### src/rtl/fetch_pkg.sv
// ----------------------------------------------------------------------------
// fetch_pkg : shared state, entry types and constants of the fetch unit. Rev 1.0
// ----------------------------------------------------------------------------
`default_nettype none

package fetch_pkg;

  typedef enum logic [1:0] {
    BOOT  = 2'd0,
    RUN   = 2'd1,
    FLUSH = 2'd2
  } fetch_state_t;

  typedef struct packed {
    logic [31:0] pc;
    logic [31:0] instr;
  } fetch_entry_t;

  localparam logic [31:0] NOP_INSTR = 32'h0000_0013;

endpackage

`default_nettype wire

### src/rtl/instr_fetch_unit_if.sv
// ----------------------------------------------------------------------------
// instr_fetch_unit_if : imem, downstream and redirect channels of the fetch
// unit. Rev 1.0
// ----------------------------------------------------------------------------
`default_nettype none

interface instr_fetch_unit_if #(
  parameter int DATA_WIDTH = 32
);

  logic                  imem_req_valid;
  logic                  imem_req_ready;
  logic [DATA_WIDTH-1:0] imem_req_addr;
  logic                  imem_rsp_valid;
  logic [DATA_WIDTH-1:0] imem_rsp_data;
  logic                  instr_valid;
  logic                  instr_ready;
  logic [DATA_WIDTH-1:0] instr;
  logic [DATA_WIDTH-1:0] instr_pc;
  logic                  redirect_valid;
  logic [DATA_WIDTH-1:0] redirect_pc;

  modport master (
    output imem_req_valid, imem_req_addr, instr_valid, instr, instr_pc,
    input  imem_req_ready, imem_rsp_valid, imem_rsp_data, instr_ready,
           redirect_valid, redirect_pc
  );

  modport slave (
    input  imem_req_valid, imem_req_addr, instr_valid, instr, instr_pc,
    output imem_req_ready, imem_rsp_valid, imem_rsp_data, instr_ready,
           redirect_valid, redirect_pc
  );

endinterface

`default_nettype wire

### src/rtl/fetch_fifo.sv
// ----------------------------------------------------------------------------
// fetch_fifo : synchronous FIFO with push/pop/clear and occupancy flags. Rev 1.0
// ----------------------------------------------------------------------------
`default_nettype none

module fetch_fifo #(
  parameter  int WIDTH = 64,
  parameter  int DEPTH = 4,
  localparam int AW    = (DEPTH > 1) ? $clog2(DEPTH) : 1,
  localparam int CW    = $clog2(DEPTH + 1)
) (
  input  logic             clk,
  input  logic             rst,
  input  logic             push_i,
  input  logic [WIDTH-1:0] wdata_i,
  input  logic             pop_i,
  input  logic             clear_i,
  output logic [WIDTH-1:0] rdata_o,
  output logic [CW-1:0]    count_o,
  output logic             full_o,
  output logic             empty_o
);

  logic [WIDTH-1:0] mem_q [DEPTH];
  logic [AW-1:0]    wr_ptr_q;
  logic [AW-1:0]    rd_ptr_q;
  logic [CW-1:0]    count_q;
  logic             w_push;
  logic             w_pop;

  function automatic logic [AW-1:0] ptr_inc(input logic [AW-1:0] p);
    return (p == AW'(DEPTH - 1)) ? '0 : p + 1'b1;
  endfunction

  // A pop frees the slot the same cycle, so push on full is accepted alongside it.
  assign w_pop  = pop_i && !empty_o && !clear_i;
  assign w_push = push_i && !clear_i && (!full_o || w_pop);

  always_ff @(posedge clk or negedge rst) begin
    if (!rst) begin
      wr_ptr_q <= '0;
      rd_ptr_q <= '0;
      count_q  <= '0;
    end else if (clear_i) begin
      wr_ptr_q <= '0;
      rd_ptr_q <= '0;
      count_q  <= '0;
    end else begin
      if (w_push) wr_ptr_q <= ptr_inc(wr_ptr_q);
      if (w_pop)  rd_ptr_q <= ptr_inc(rd_ptr_q);
      count_q <= count_q + CW'(w_push) - CW'(w_pop);
    end
  end

  always_ff @(posedge clk) begin
    if (w_push) mem_q[wr_ptr_q] <= wdata_i;
  end

  assign rdata_o = mem_q[rd_ptr_q];
  assign count_o = count_q;
  assign full_o  = (count_q == CW'(DEPTH));
  assign empty_o = (count_q == '0);

endmodule

`default_nettype wire

### src/rtl/instr_fetch_unit.sv
// ----------------------------------------------------------------------------
// instr_fetch_unit : fetch PC, imem request issue, prefetch buffering and
// redirect flush. Rev 1.0
// ----------------------------------------------------------------------------
`default_nettype none

module instr_fetch_unit
  import fetch_pkg::*;
#(
  parameter int                    DATA_WIDTH = 32,
  parameter logic [DATA_WIDTH-1:0] RESET_PC   = '0,
  parameter int                    FIFO_DEPTH = 4,
  parameter int                    MAX_OUTST  = FIFO_DEPTH
) (
  input  logic               clk,
  input  logic               rst,
  instr_fetch_unit_if.master bus
);

  localparam int OW  = $clog2(MAX_OUTST + 1);
  localparam int FCW = $clog2(FIFO_DEPTH + 1);

  fetch_state_t          state_q, state_d;
  logic [DATA_WIDTH-1:0] fetch_pc_q, fetch_pc_d;
  logic [OW-1:0]         outst_q, outst_d;
  logic [OW-1:0]         drop_q, drop_d;

  logic                  w_req_fire;
  logic                  w_rsp_fire;
  logic                  w_credit_ok;
  logic [OW-1:0]         w_live_outst;
  logic [OW-1:0]         w_outst_after;
  logic                  w_push;
  logic                  w_pop;
  fetch_entry_t          w_push_entry;
  fetch_entry_t          w_head;
  logic [FCW-1:0]        w_if_count;
  logic                  w_if_full;
  logic                  w_if_empty;
  logic [DATA_WIDTH-1:0] w_pq_head;
  logic [OW-1:0]         w_pq_count;
  logic                  w_pq_full;
  logic                  w_pq_empty;
  logic                  w_unused_status;

  assign w_req_fire    = bus.imem_req_valid && bus.imem_req_ready;
  assign w_rsp_fire    = bus.imem_rsp_valid;
  assign w_live_outst  = outst_q - drop_q;
  assign w_outst_after = outst_q + OW'(w_req_fire) - OW'(w_rsp_fire);

  // Credits count live requests plus buffered entries, so responses always find room.
  assign w_credit_ok = (32'(w_live_outst) + 32'(w_if_count)) < 32'(FIFO_DEPTH);

  assign bus.imem_req_valid = (state_q != BOOT) && w_credit_ok &&
                              (32'(outst_q) < 32'(MAX_OUTST)) && !bus.redirect_valid;
  assign bus.imem_req_addr  = fetch_pc_q;

  always_ff @(posedge clk or negedge rst) begin
    if (!rst) begin
      state_q    <= BOOT;
      fetch_pc_q <= RESET_PC;
      outst_q    <= '0;
      drop_q     <= '0;
    end else begin
      state_q    <= state_d;
      fetch_pc_q <= fetch_pc_d;
      outst_q    <= outst_d;
      drop_q     <= drop_d;
    end
  end

  always_comb begin
    state_d    = state_q;
    fetch_pc_d = fetch_pc_q;
    outst_d    = w_outst_after;
    drop_d     = drop_q;

    if (w_req_fire) fetch_pc_d = fetch_pc_q + DATA_WIDTH'(4);

    // Everything still in flight after this cycle belongs to the old path.
    if (bus.redirect_valid) begin
      fetch_pc_d = {bus.redirect_pc[DATA_WIDTH-1:2], 2'b00};
      drop_d     = w_outst_after;
    end else if (w_rsp_fire && (drop_q != '0)) begin
      drop_d = drop_q - 1'b1;
    end

    case (state_q)
      BOOT:       state_d = RUN;
      RUN, FLUSH: state_d = (drop_d != '0) ? FLUSH : RUN;
      default:    state_d = BOOT;
    endcase
  end

  assign w_push       = w_rsp_fire && (drop_q == '0) && !bus.redirect_valid;
  assign w_pop        = bus.instr_valid && bus.instr_ready;
  assign w_push_entry = '{pc: w_pq_head, instr: bus.imem_rsp_data};

  fetch_fifo #(
    .WIDTH ($bits(fetch_entry_t)),
    .DEPTH (FIFO_DEPTH)
  ) u_instr_fifo (
    .clk     (clk),
    .rst     (rst),
    .push_i  (w_push),
    .wdata_i (w_push_entry),
    .pop_i   (w_pop),
    .clear_i (bus.redirect_valid),
    .rdata_o (w_head),
    .count_o (w_if_count),
    .full_o  (w_if_full),
    .empty_o (w_if_empty)
  );

  // Address of every request, dropped or not, so it pairs with each response in order.
  fetch_fifo #(
    .WIDTH (DATA_WIDTH),
    .DEPTH (MAX_OUTST)
  ) u_pc_queue (
    .clk     (clk),
    .rst     (rst),
    .push_i  (w_req_fire),
    .wdata_i (fetch_pc_q),
    .pop_i   (w_rsp_fire),
    .clear_i (1'b0),
    .rdata_o (w_pq_head),
    .count_o (w_pq_count),
    .full_o  (w_pq_full),
    .empty_o (w_pq_empty)
  );

  assign w_unused_status = ^{w_if_full, w_pq_count, w_pq_full, w_pq_empty};

  assign bus.instr_valid = !w_if_empty;
  assign bus.instr       = bus.instr_valid ? w_head.instr : '0;
  assign bus.instr_pc    = bus.instr_valid ? w_head.pc : '0;

endmodule

`default_nettype wire

### src/flat_wrapper.sv
// flat-port wrapper written by rule: the top's interface ports become plain ports
module instr_fetch_unit_flat import fetch_pkg::*;
#(
  parameter int                    DATA_WIDTH = 32,
  parameter logic [DATA_WIDTH-1:0] RESET_PC   = '0,
  parameter int                    FIFO_DEPTH = 4,
  parameter int                    MAX_OUTST  = FIFO_DEPTH
)
  (clk, rst, bus_imem_req_valid, bus_imem_req_addr, bus_instr_valid, bus_instr, bus_instr_pc, bus_imem_req_ready, bus_imem_rsp_valid, bus_imem_rsp_data, bus_instr_ready, bus_redirect_valid, bus_redirect_pc);
  instr_fetch_unit_if #(.DATA_WIDTH(DATA_WIDTH)) bus_i ();
  input  logic clk;
  input  logic rst;
  output wire logic [$bits(bus_i.imem_req_valid)-1:0] bus_imem_req_valid;
  output wire logic [$bits(bus_i.imem_req_addr)-1:0] bus_imem_req_addr;
  output wire logic [$bits(bus_i.instr_valid)-1:0] bus_instr_valid;
  output wire logic [$bits(bus_i.instr)-1:0] bus_instr;
  output wire logic [$bits(bus_i.instr_pc)-1:0] bus_instr_pc;
  input wire logic [$bits(bus_i.imem_req_ready)-1:0] bus_imem_req_ready;
  input wire logic [$bits(bus_i.imem_rsp_valid)-1:0] bus_imem_rsp_valid;
  input wire logic [$bits(bus_i.imem_rsp_data)-1:0] bus_imem_rsp_data;
  input wire logic [$bits(bus_i.instr_ready)-1:0] bus_instr_ready;
  input wire logic [$bits(bus_i.redirect_valid)-1:0] bus_redirect_valid;
  input wire logic [$bits(bus_i.redirect_pc)-1:0] bus_redirect_pc;
  assign bus_imem_req_valid = bus_i.imem_req_valid;
  assign bus_imem_req_addr = bus_i.imem_req_addr;
  assign bus_instr_valid = bus_i.instr_valid;
  assign bus_instr = bus_i.instr;
  assign bus_instr_pc = bus_i.instr_pc;
  assign bus_i.imem_req_ready = bus_imem_req_ready;
  assign bus_i.imem_rsp_valid = bus_imem_rsp_valid;
  assign bus_i.imem_rsp_data = bus_imem_rsp_data;
  assign bus_i.instr_ready = bus_instr_ready;
  assign bus_i.redirect_valid = bus_redirect_valid;
  assign bus_i.redirect_pc = bus_redirect_pc;
  instr_fetch_unit #(.DATA_WIDTH(DATA_WIDTH), .RESET_PC(RESET_PC), .FIFO_DEPTH(FIFO_DEPTH), .MAX_OUTST(MAX_OUTST)) u_core (.clk(clk), .rst(rst), .bus(bus_i));
endmodule
### config.mk
export PLATFORM = sky130hd
export DESIGN_NAME = instr_fetch_unit_flat
export DESIGN_NICKNAME = d
export VERILOG_FILES = /design/src/rtl/fetch_pkg.sv /design/src/rtl/instr_fetch_unit_if.sv /design/src/rtl/fetch_fifo.sv /design/src/rtl/instr_fetch_unit.sv /design/src/flat_wrapper.sv
export SDC_FILE = /design/constraint.sdc
export NUM_CORES = 1
export LEC_CHECK = 0
export CAP_MARGIN = 10
export CORE_MARGIN = 5
export CORE_UTILIZATION = 62
export DETAILED_ROUTE_END_ITERATION = 16
export GPL_TIMING_DRIVEN = 0
export PLACE_DENSITY_LB_ADDON = 0.12
export SLEW_MARGIN = 20
export SYNTH_ARGS = -nofsm -noshare
export SYNTH_HDL_FRONTEND = slang
export SYNTH_HIERARCHICAL = 1
export SYNTH_SLANG_ARGS = --single-unit
### constraint.sdc
create_clock -name clk -period 6.3 [get_ports clk]
set_input_delay 1.89 -clock clk [delete_from_list [all_inputs] [get_ports clk]]
set_output_delay 1.89 -clock clk [all_outputs]
set_load 0.05 [all_outputs]
---- Word-level counts from Yosys, hierarchy flattened ----
Memory sizes are Yosys's and may differ from the RTL's.
Cells that the tools add are included.
word-level totals
  output and inout port bits .............. 98
  word-level logic and storage cells ...... 89
  RAM bits ................................ 384
  memories ................................ 2
  register bits after elaboration ......... 54
operators by class
  reductions and logical operators ........ 32
  magnitude comparators ................... 2
  $add $sub $neg .......................... 14
  muxes and demuxes ....................... 21
  eq/ne operators ......................... 8
memory list
  memory                     depth  bits a word  rd ports  clocked after Yosys merged registers in  wr ports  line              text
  u_core.u_instr_fifo.mem_q  4      64           1         0                                        1         fetch_fifo.sv:24  logic [WIDTH-1:0] mem_q [DEPTH];
  u_core.u_pc_queue.mem_q    4      32           1         0                                        1         fetch_fifo.sv:24
operators with widths
  operator                                             number
  2-to-1 mux 32 bit                                    4
  adder 32 x 3 -> 32 bit, second input constant        1
  < comparator 32 x 3 -> 1 bit, second input constant  1
  2-to-1 mux 2 bit                                     9
  logical AND 1 bit                                    14
  equality test 2 bit, second input constant           5
  adder 3 x 1 -> 3 bit                                 3
  zero test 3 bit                                      3
  2-to-1 mux 3 bit                                     3
  subtractor 3 x 1 -> 3 bit                            3
  adder 2 x 1 -> 2 bit, second input constant          4
  nonzero test 2 bit                                   4
  equality test 3 bit, second input constant           2
  nonzero test 3 bit                                   2
  zero test 1 bit                                      5
  adder 3 x 3 -> 4 bit                                 1
  2-to-1 mux 1 bit                                     4
  case mux 2 bit (2 select lines)                      1
  < comparator 3 bit, second input constant            1
  subtractor 3 x 1 -> 3 bit, second input constant     1
  subtractor 3 bit                                     1
  equality test 2 x 1 -> 1 bit, second input constant  1
  zero test 2 bit                                      1
  logical OR 1 bit                                     2
  OR reduction 2 bit                                   1

---- Longest topological paths before layout ----
Gate-level depths: netlist of run 1.
  depth in word-level cells ............... 13
  gate-level depth with buffers ........... 19
  mapped depth without buffers ............ 18

---- Hierarchy ----
The synthesis of run 1 kept the hierarchy.
modules (own cells, without submodules)
  module                            instances  area an instance (µm²)  cells each
  fetch_fifo (u_core.u_instr_fifo)  1          9711.8                  382
  fetch_fifo (u_core.u_pc_queue)    1          5119.9                  216
  instr_fetch_unit                  1          2859.0                  349

---- Least setup slack after synthesis of run 1 ----
OpenSTA, ideal clock, no wires.
  path kind ............................... input-to-reg
  start ................................... input port bus_redirect_valid
  end ..................................... memory u_core.u_instr_fifo.mem_q[3][0], enable pin
  setup time .............................. 0.429 ns
  buffers on the path ..................... 2
  data arrival time ....................... 4.475 ns
  slack ................................... 1.396 ns
  stages on the path ...................... 6
  cells stage by stage .................... clkbuf_1 > buf_1 > nor3_1 > inv_1 > nor3_1 > and2_1
on the way
  cells in the longest elaborated chain, start to end .. 6
  elaborated cells on any way between the ends .. 8
RTL lines
  element                                 line                    text
  start: declaration                      flat_wrapper.sv:22      input wire logic [$bits(bus_i.redirect_valid)-1:0] bus_redirect_valid;
  zero test 1 bit                         instr_fetch_unit.sv:95  assign w_push = w_rsp_fire && (drop_q == '0) && !bus.redirect_valid;
  logical AND 1 bit                       instr_fetch_unit.sv:95
  net u_core.w_push                       instr_fetch_unit.sv:33  logic w_push;
  logical AND 1 bit (2 in series)         fetch_fifo.sv:37        assign w_push = push_i && !clear_i && (!full_o || w_pop);
  2-to-1 mux 1 bit                        fetch_fifo.sv:56        if (w_push) mem_q[wr_ptr_q] <= wdata_i;
  2-to-1 mux 1 bit (not written as such)  fetch_fifo.sv:56
  end: declaration                        fetch_fifo.sv:24
The timed path passes the listed nets, and every way through them passes these cells.

---- Worst setup path after layout of run 1 ----
  start ................................... input port bus_redirect_valid
  end ..................................... output port bus_imem_req_valid
on the way
  cells in the longest elaborated chain, start to end .. 2
RTL lines
  element            line                    text
  zero test 1 bit    instr_fetch_unit.sv:55  (32'(outst_q) < 32'(MAX_OUTST)) && !bus.redirect_valid;
  logical AND 1 bit  instr_fetch_unit.sv:55
  end: declaration   flat_wrapper.sv:13      output wire logic [$bits(bus_i.imem_req_valid)-1:0] bus_imem_req_valid;
No other way between the ends.

==> results of run 1 <==
where the power goes:
group          internal, mW  switching [mW]  total [mW]
sequential             3.34           0.139        3.48
clock                  1.26            1.01        2.28
combinational         0.430           0.610        1.04
state kept, by name (all words and copies together), names as in the netlist:
name and cells:
u_core/u_pc_queue/mem_q 128, u_core/u_instr_fifo/rd_ptr_q 2, u_core/drop_q 3, u_core/u_instr_fifo/count_o 3
u_core/u_pc_queue/count_o 3, u_core/bus.imem_req_addr 30, u_core/u_instr_fifo/wr_ptr_q 2, u_core/outst_q 3
u_core/u_pc_queue/rd_ptr_q 2, u_core/u_instr_fifo/mem_q 256, u_core/u_pc_queue/wr_ptr_q 2, u_core/state_q 2
layer usage:
metal / wire, µm / GRT usage / up-vias / share of wire
li1: - / - / 4180 / -
met1: 14640 / 0.3335 / 4710 / 0.42
met2: 17180 / 0.3749 / 410 / 0.49
met3: 2519 / 0.03669 / 71 / 0.072
met4: 773 / 0.05341 / 0 / 0.022
met5: 0 / 0 / - / 0
worst paths after layout:
check,start,end,slack (ns),cells past startpoint
worst max register to register,u_core/outst_q[0],u_core/state_q[0],1.83,19
worst max-delay path,bus_redirect_valid,bus_imem_req_valid,0.67,5
min in group asynchronous,rst,u_core/state_q[1],1.41,1
worst min-delay path,u_core/outst_q[0],u_core/outst_q[0],0.55,1
worst min register to register,u_core/outst_q[0],u_core/outst_q[0],0.55,1
max in group asynchronous,rst,u_core/bus.imem_req_addr[13],4.42,1
metrics by stage:
step                      worst slack, ns  hold slack [ns]
after detailed placement           0.6743           0.5326
after CTS                          0.6661           0.5469
after floorplan                     1.396           0.5009
final                              0.6700           0.5519
after global routing               0.5652           0.5834
after global placement            -0.7253           0.5254
critical path, delay by kind of cell:
kind | cells | cell delay, ns
buffers and inverters | 2 | 1.32
and+or+nand+nor | 3 | 0.52
cell type report:
cell class	count	area, µm²
clock inverter	23	121.4
timing repair buffer	171	1819
clock buffer	51	1116
tap	378	473.0
fill	1582	6681
inverter	29	108.9
buffer	46	275.3
multi-input combinational	443	4507
sequential	436	12830
layout by cell type (no fill, tap or decap), drive strengths merged, types with 3 or more instances in the layout:
cell	n
dfrtp	52
o311ai	8
clkinv	18
nand3	22
nand4	11
inv	31
clkbuf	71
clkdlybuf4s50	162
mux2i	3
nor4b	3
a221o	3
edfxtp	384
conb	11
nor3	9
mux4	96
nor2b	70
nand2	36
fa	4
xor2	8
nor2	24
a21o	5
clkinvlp	3
ha	24
and3	5
o31ai	4
nor4	3
a21oi	13
xnor2	4
a22oi	3
or3	4
o211ai	5
and2	11
buf	35
o21ai	29
a31oi	6
==> out/qor.yml, run 1 <==
numPlacedInstances: 1503
antenna_found_initial: 0
die_area_um2: 31980
synth_area_um2: 17670
fin_cells: 1577
syn_area_per_cell_um2: 18.72
layout-drive-gt1-share: 0.1735
gp_congestion: 0.8442
area_growth_pct: 20.27
critPathKind: "in2out"
slew_violations: 0
synth_cells: 944
period_minus_slack_ns: 5.630
fmax_ghz: 0.1776
ir_worst_vdd_mv: 0.2220
hold_viol: 0
die_y_um: 178.8
grt_overflow: 0
coreArea_um2: 27930
routedWlPerCell_um: 22.27
die_width_um: 178.8
numClockSinks: 436
finalPower_mw: 6.793
holdBufCountCts: 0
cts_tree: "done"
gr-usage-all-layers: 0.2292
initial_core_util: 0.6326
h-tree-depth: 2
via_count: 9371
critPathMaxStageDelay_ns: 0.80
worstPathMaxFanout: 5
setup_viol_count_final: 0
fin_area_um2: 21250
clock_skew_ns: 0.01843
grt_pass1_wl_mm: 55.86
ios: 168
tns_ns: 0
status: "complete, no violations"
cap_violations: 0
clock_path_buffers: 3
cp_cell_sequence: "clkdlybuf4s50_1, nor4_2, nand2_1, nor2_1, clkdlybuf4s50_1"
rows: 61
finalCritPeriodShare: 0.8937
postCtsSetupRepairBufs: 0
rsz0062_at_grt: "no"
crit_required_ns: 4.41
port_buffers: 163
dpl_cell_area_um2: 20020
drt_iter0_markers: 705
hpwl_mm: 22.74
path_clk_slew_ns: 0.06
drc_errors: 0
insertedDiodeCount: 0
crit_path_start_kind: "input port"
viasPerCell: 5.942
clockRootBuffer: "clkbuf_16"
p_leak_nw: 7.044
grt_max_degree: 53
hold_class: "reg2reg"
numCtsBuffers: 43
firstDrtPassIters: 5
max_slew_margin: 0.4287
final_core_util: 0.7608
p_per_area_nw_per_um2: 319.6
yosysWarnings: 6
ctsResizeCount: 0
wl_mm: 35.11
ant_nets: 0
nets: 1268
worstSetupEndpointType: "output pin"
crit_slowest_cell: "clkdlybuf4s50_1"
insertion_delay_ns: 0.53
crit_arrival_ns: 3.74
grt_pass1_vias: 9840
crit_top_cell: "clkdlybuf4s50_1"
tightestPinTransition_ns: 0.8492
Note: power is estimated with default switching activity, not from simulation.
==> run 2: changes to the inputs <==
--- a/config.mk
+++ b/config.mk
@@ -7,7 +7,7 @@
 export LEC_CHECK = 0
 export CAP_MARGIN = 10
 export CORE_MARGIN = 5
-export CORE_UTILIZATION = 62
+export CORE_UTILIZATION = 60
 export DETAILED_ROUTE_END_ITERATION = 16
 export GPL_TIMING_DRIVEN = 0
 export PLACE_DENSITY_LB_ADDON = 0.12
==> out/qor.yml, run 2 (synthesis gave the netlist of run 1 again) <==
worstSetupEndpointType: "output pin"
grt_pass1_wl_mm: 54.54  # -2.4%
status: "complete, no violations"
crit_slowest_cell: "clkdlybuf4s50_1"
port_buffers: 163  # unchanged
finalCritPeriodShare: 0.8911  # -0.002538
ios: 168  # unchanged
max_slew_margin: 0.4591  # +0.03041
insertion_delay_ns: 0.52  # about the same
p_sw_frac: 0.2496  # -0.009655
numPlacedInstances: 1509  # +0.40%
numCtsBuffers: 43  # unchanged
mostFrequentLayoutCell: "edfxtp_1"
ant_nets: 0  # unchanged
top_register: "u_core/u_instr_fifo/mem_q"
gp_congestion: 0.8512  # +0.83%
slew_violations: 0  # unchanged
h-tree-depth: 2  # unchanged
via_count: 9285  # -0.92%
drt_iter0_markers: 689  # -2.3%
seq_power_share: 0.498  # -0.014
largest_reg_flops: 256  # unchanged
antenna_found_initial: 0  # unchanged
layout-drive-gt1-share: 0.1697  # -0.003761
hold_class: "reg2reg"
cap_violations: 0  # unchanged
ir_worst_vdd_mv: 0.2211  # -0.38%
die_area_um2: 32980  # +3.2%
cts_tree: "done"
grt_overflow: 0  # unchanged
crit_top_cell: "clkdlybuf4s50_1"
initial_core_util: 0.6123  # -0.02024
tns_ns: 0  # unchanged
die_width_um: 181.6  # +1.6%
cp_num_buf_inv: 2  # unchanged
p_per_area_nw_per_um2: 326.0  # +2.0%
viasPerCell: 5.854  # -1.5%
worstPathMaxFanout: 5  # unchanged
final_cell_mix: "384 x edfxtp_1, 162 x clkdlybuf4s50_1, 96 x mux4_2, 70 x nor2b_1, 52 x dfrtp_1"
hold_viol: 0  # unchanged
path_clk_slew_ns: 0.06  # about the same
coreArea_um2: 28860  # +3.3%
hpwl_mm: 22.01  # -3.2%
rsz0062_at_grt: "no"
postCtsSetupRepairBufs: 0  # unchanged
clock_skew_ns: 0.01641  # -0.002020 ns
gr-usage-all-layers: 0.2104  # -0.01874
p_clk_frac: 0.352  # +0.017
intPower_mw: 5.232  # +4.0%
nets: 1268  # unchanged
cp_top_family: "buffers and inverters"
critPathMaxStageDelay_ns: 0.81  # about the same
crit_arrival_ns: 3.72  # -0.02 ns
p_switching_mw: 1.740  # -1.2%
cp.depth: 5  # unchanged
grt_pass1_vias: 9629  # -2.1%
final_core_util: 0.7411  # -0.01975
setup_viol_count_final: 0  # unchanged
pwr-share-comb: 0.150  # -0.003
drc_errors: 0  # unchanged
fin_cells: 1586  # +0.57%
crit_path_start_kind: "input port"
holdBufCountCts: 0  # unchanged
p_leak_nw: 7.099  # +0.78%
r2r_slack_ns: 1.76  # -0.07 ns
insertedDiodeCount: 0  # unchanged
routedWlPerCell_um: 21.60  # -3.0%
clock_path_buffers: 3  # unchanged
grt_max_degree: 53  # unchanged
firstDrtPassIters: 5  # unchanged
critPathKind: "in2out"
cp_cell_sequence: "clkdlybuf4s50_1, nor4_2, nand2_1, nor2_1, clkdlybuf4s50_1"
die_y_um: 181.6  # +1.6%
fmax_ghz: 0.1781  # +0.28%
clockRootBuffer: "clkbuf_16"
crit_required_ns: 4.41  # about the same
area_growth_pct: 21.02
wl_mm: 34.26  # -2.4%
hold_path_depth: 1  # unchanged
r2r_cells: 19  # unchanged
ctsResizeCount: 0  # unchanged
numClockSinks: 436  # unchanged
tightestPinTransition_ns: 0.8040  # -0.04519 ns
rows: 62  # +1.6%
period_minus_slack_ns: 5.614  # -0.01599 ns
[run 2: final cells by class]
cell class	count	area, µm²
repair buffers	171	1819
flip-flops and latches	436	12830
inverters	29	108.9
plain buffers	46	275.3
clock inverters	23	202.7
multi-input cells	443	4507
fillers	1747	7472
clock buffers	54	1160
well taps	384	480.5
[run 2: layer usage]
metal	share of wire	up-vias	global-route usage	wire length, µm
li1	-	4172	-	-
met1	0.43	4700	0.3105	14650
met2	0.48	363	0.3340	16460
met3	0.073	50	0.03982	2514
met4	0.018	0	0.05134	628
met5	0	-	0	0
[run 2: final timing paths]
kind	start	end
max	bus_redirect_valid	bus_imem_req_valid
min	u_core/outst_q[0]	u_core/outst_q[0]
max reg2reg	u_core/outst_q[0]	u_core/state_q[0]
max in group asynchronous	rst	u_core/u_instr_fifo/rd_ptr_q[0]
min in group asynchronous	rst	u_core/state_q[0]
min reg2reg	u_core/outst_q[0]	u_core/outst_q[0]
[run 2: through the flow]
step	power (mW)	cell area [µm²]	hold WS (ns)	worst slack [ns]
after detailed placement	4.570	20020	0.5407	0.6881
final	6.972	21390	0.5513	0.6860
after global placement	4.534	19820	0.5249	-0.7468
after floorplan	4.202	17710	0.5009	1.396
after CTS	7.020	21390	0.5541	0.6883
after global routing	7.251	21390	0.5951	0.6215
[run 2: power by group through the flow]
stage / logic, mW / clock network, mW / registers, mW
after floorplan: 0.597 / 0 / 3.60
after global placement: 1.01 / 0 / 3.53
after detailed placement: 1.04 / 0 / 3.53
after CTS: 1.05 / 2.50 / 3.47
after global routing: 1.13 / 2.63 / 3.49
final: 1.04 / 2.46 / 3.47
==> run 3: changes to the inputs <==
--- a/config.mk
+++ b/config.mk
@@ -8,6 +8,7 @@
 export CAP_MARGIN = 10
 export CORE_MARGIN = 5
 export CORE_UTILIZATION = 60
+export CTS_BUF_LIST = sky130_fd_sc_hd__clkbuf_4
 export DETAILED_ROUTE_END_ITERATION = 16
 export GPL_TIMING_DRIVEN = 0
 export PLACE_DENSITY_LB_ADDON = 0.12
==> out/qor.yml, run 3 (synthesis gave the netlist of run 1 again) <==
period_minus_slack_ns: 5.617  # +0.002966 ns
numCtsBuffers: 104  # +140%
path_clk_slew_ns: 0.06  # about the same
setup_slack_ns: 0.6830  # -0.002966 ns
die_area_um2: 32980  # unchanged
top_register: "u_core/u_instr_fifo/mem_q"
setup_viol_count_final: 0  # unchanged
largest_reg_flops: 256  # unchanged
port_buffers: 163  # unchanged
grt_pass1_vias: 10180  # +5.7%
slew_violations: 0  # unchanged
routedWlPerCell_um: 19.84  # -8.1%
via_count: 9591  # +3.3%
status: "complete, no violations"
hpwl_mm: 22.01  # unchanged
drt_iter0_markers: 574  # -17%
grt_overflow: 0  # unchanged
hold_class: "reg2reg"
area_growth_pct: 20.99  # about the same
wl_mm: 33.71  # -1.6%
r2r_cells: 19  # unchanged
hold_viol: 0  # unchanged
crit_required_ns: 4.41  # about the same
startpoint: "bus_redirect_valid"
initial_core_util: 0.6123  # unchanged
r2r_end: "u_core/state_q[0]"
max_slew_margin: 0.4739  # +0.01480
h-tree-depth: 3  # +1
clockRootBuffer: "clkbuf_4"
crit_arrival_ns: 3.73  # about the same
layout-drive-gt1-share: 0.2397  # +0.07001
cap_violations: 0  # unchanged
final_cell_mix: "384 x edfxtp_1, 162 x clkdlybuf4s50_1, 160 x clkbuf_4, 96 x mux4_2, 70 x nor2b_1"
clock_path_buffers: 3  # unchanged
worstSetupEndpointType: "output pin"
r2r_slack_ns: 1.74  # -0.02 ns
p_per_area_nw_per_um2: 314.9  # -3.4%
nets: 1329  # +4.8%
firstDrtPassIters: 5  # unchanged
rsz0062_at_grt: "no"
antenna_found_initial: 1  # +1
viasPerCell: 5.645  # -3.6%
rows: 62  # unchanged
clock_skew_ns: 0.04295  # +0.02654 ns
insertion_delay_ns: 0.71  # +0.19 ns
p_leak_nw: 7.236  # +1.9%
ctsResizeCount: 0  # unchanged
numClockSinks: 436  # unchanged
worstPathMaxFanout: 5  # unchanged
coreArea_um2: 28860  # unchanged
ios: 168  # unchanged
die_width_um: 181.6  # unchanged
final_core_util: 0.7409  # about the same
critPathCapture: "bus_imem_req_valid"
postCtsSetupRepairBufs: 0  # unchanged
fmax_ghz: 0.1780  # about the same
drc_errors: 0  # unchanged
mostFrequentLayoutCell: "edfxtp_1"
grt_max_degree: 53  # unchanged
cts_tree: "done"
critPathKind: "in2out"
gp_congestion: 0.8512  # unchanged
crit_path_start_kind: "input port"
place_ws_ns: 0.6881  # unchanged
tightestPinTransition_ns: 0.7820  # -0.02200 ns
rr_startpoint: "u_core/outst_q[0]"
die_y_um: 181.6  # unchanged
grt_pass1_wl_mm: 54.35  # -0.35%
ir_worst_vdd_mv: 0.1782  # -19%
holdBufCountCts: 0  # unchanged
finalCritPeriodShare: 0.8916  # about the same
gr-usage-all-layers: 0.2094  # -0.001032
ant_nets: 0  # unchanged
==> run 3: through the flow <==
step / hold slack [ns] / power [mW] / cell area, µm² / setup TNS [ns] / cells
6_report: 0.5582 / 6.731 / 21380 / 0 / 1699
5_1_grt: 0.5960 / 7.068 / 21380 / 0 / 1699
4_1_cts: 0.5545 / 6.808 / 21380 / 0 / 1698
3_5_place_dp: 0.5407 / 4.570 / 20020 / 0 / 1509
3_3_place_gp: 0.5249 / 4.534 / 19820 / -184.97 / 1501
2_1_floorplan: 0.5009 / 4.202 / 17710 / 0 / 954
==> run 3: worst min-delay path by stage <==
stage	from	endpoint	cells past startpoint
3_3_place_gp	u_core/outst_q[0]	u_core/outst_q[0]	1
5_1_grt	u_core/outst_q[0]	u_core/outst_q[0]	1
3_5_place_dp	u_core/outst_q[0]	u_core/outst_q[0]	1
6_report	u_core/outst_q[0]	u_core/outst_q[0]	1
4_1_cts	u_core/outst_q[0]	u_core/outst_q[0]	1
2_1_floorplan	u_core/outst_q[0]	u_core/outst_q[0]	1
==> run 3: layout make-up <==
cell class | count | area (µm²)
antenna | 1 | 2.502
buffer | 46 | 275.3
clock buffer | 160 | 1201
clock inverter | 29 | 152.6
fill | 1803 | 7478
inverter | 29 | 108.9
multi-input combinational | 443 | 4507
sequential | 436 | 12830
tap | 384 | 480.5
timing repair buffer | 171 | 1819
==> run 3: worst max-delay path, cell delays in order <==
cell             delay [ns]
clkdlybuf4s50_1        0.51
nor4_2                 0.33
nand2_1                0.08
nor2_1                 0.10
clkdlybuf4s50_1        0.81
==> run 3: layer usage <==
metal,wire (µm),vias to the layer above,global-route usage
met2,16440,354,0.3285
met4,660,0,0.07595
met5,0,-,0
li1,-,4387,-
met3,2335,47,0.04982
met1,14280,4803,0.2935
==> run 3: power by group <==
group / internal [mW] / switching [mW]
sequential: 3.34 / 0.134
clock: 1.20 / 1.02
combinational: 0.431 / 0.611
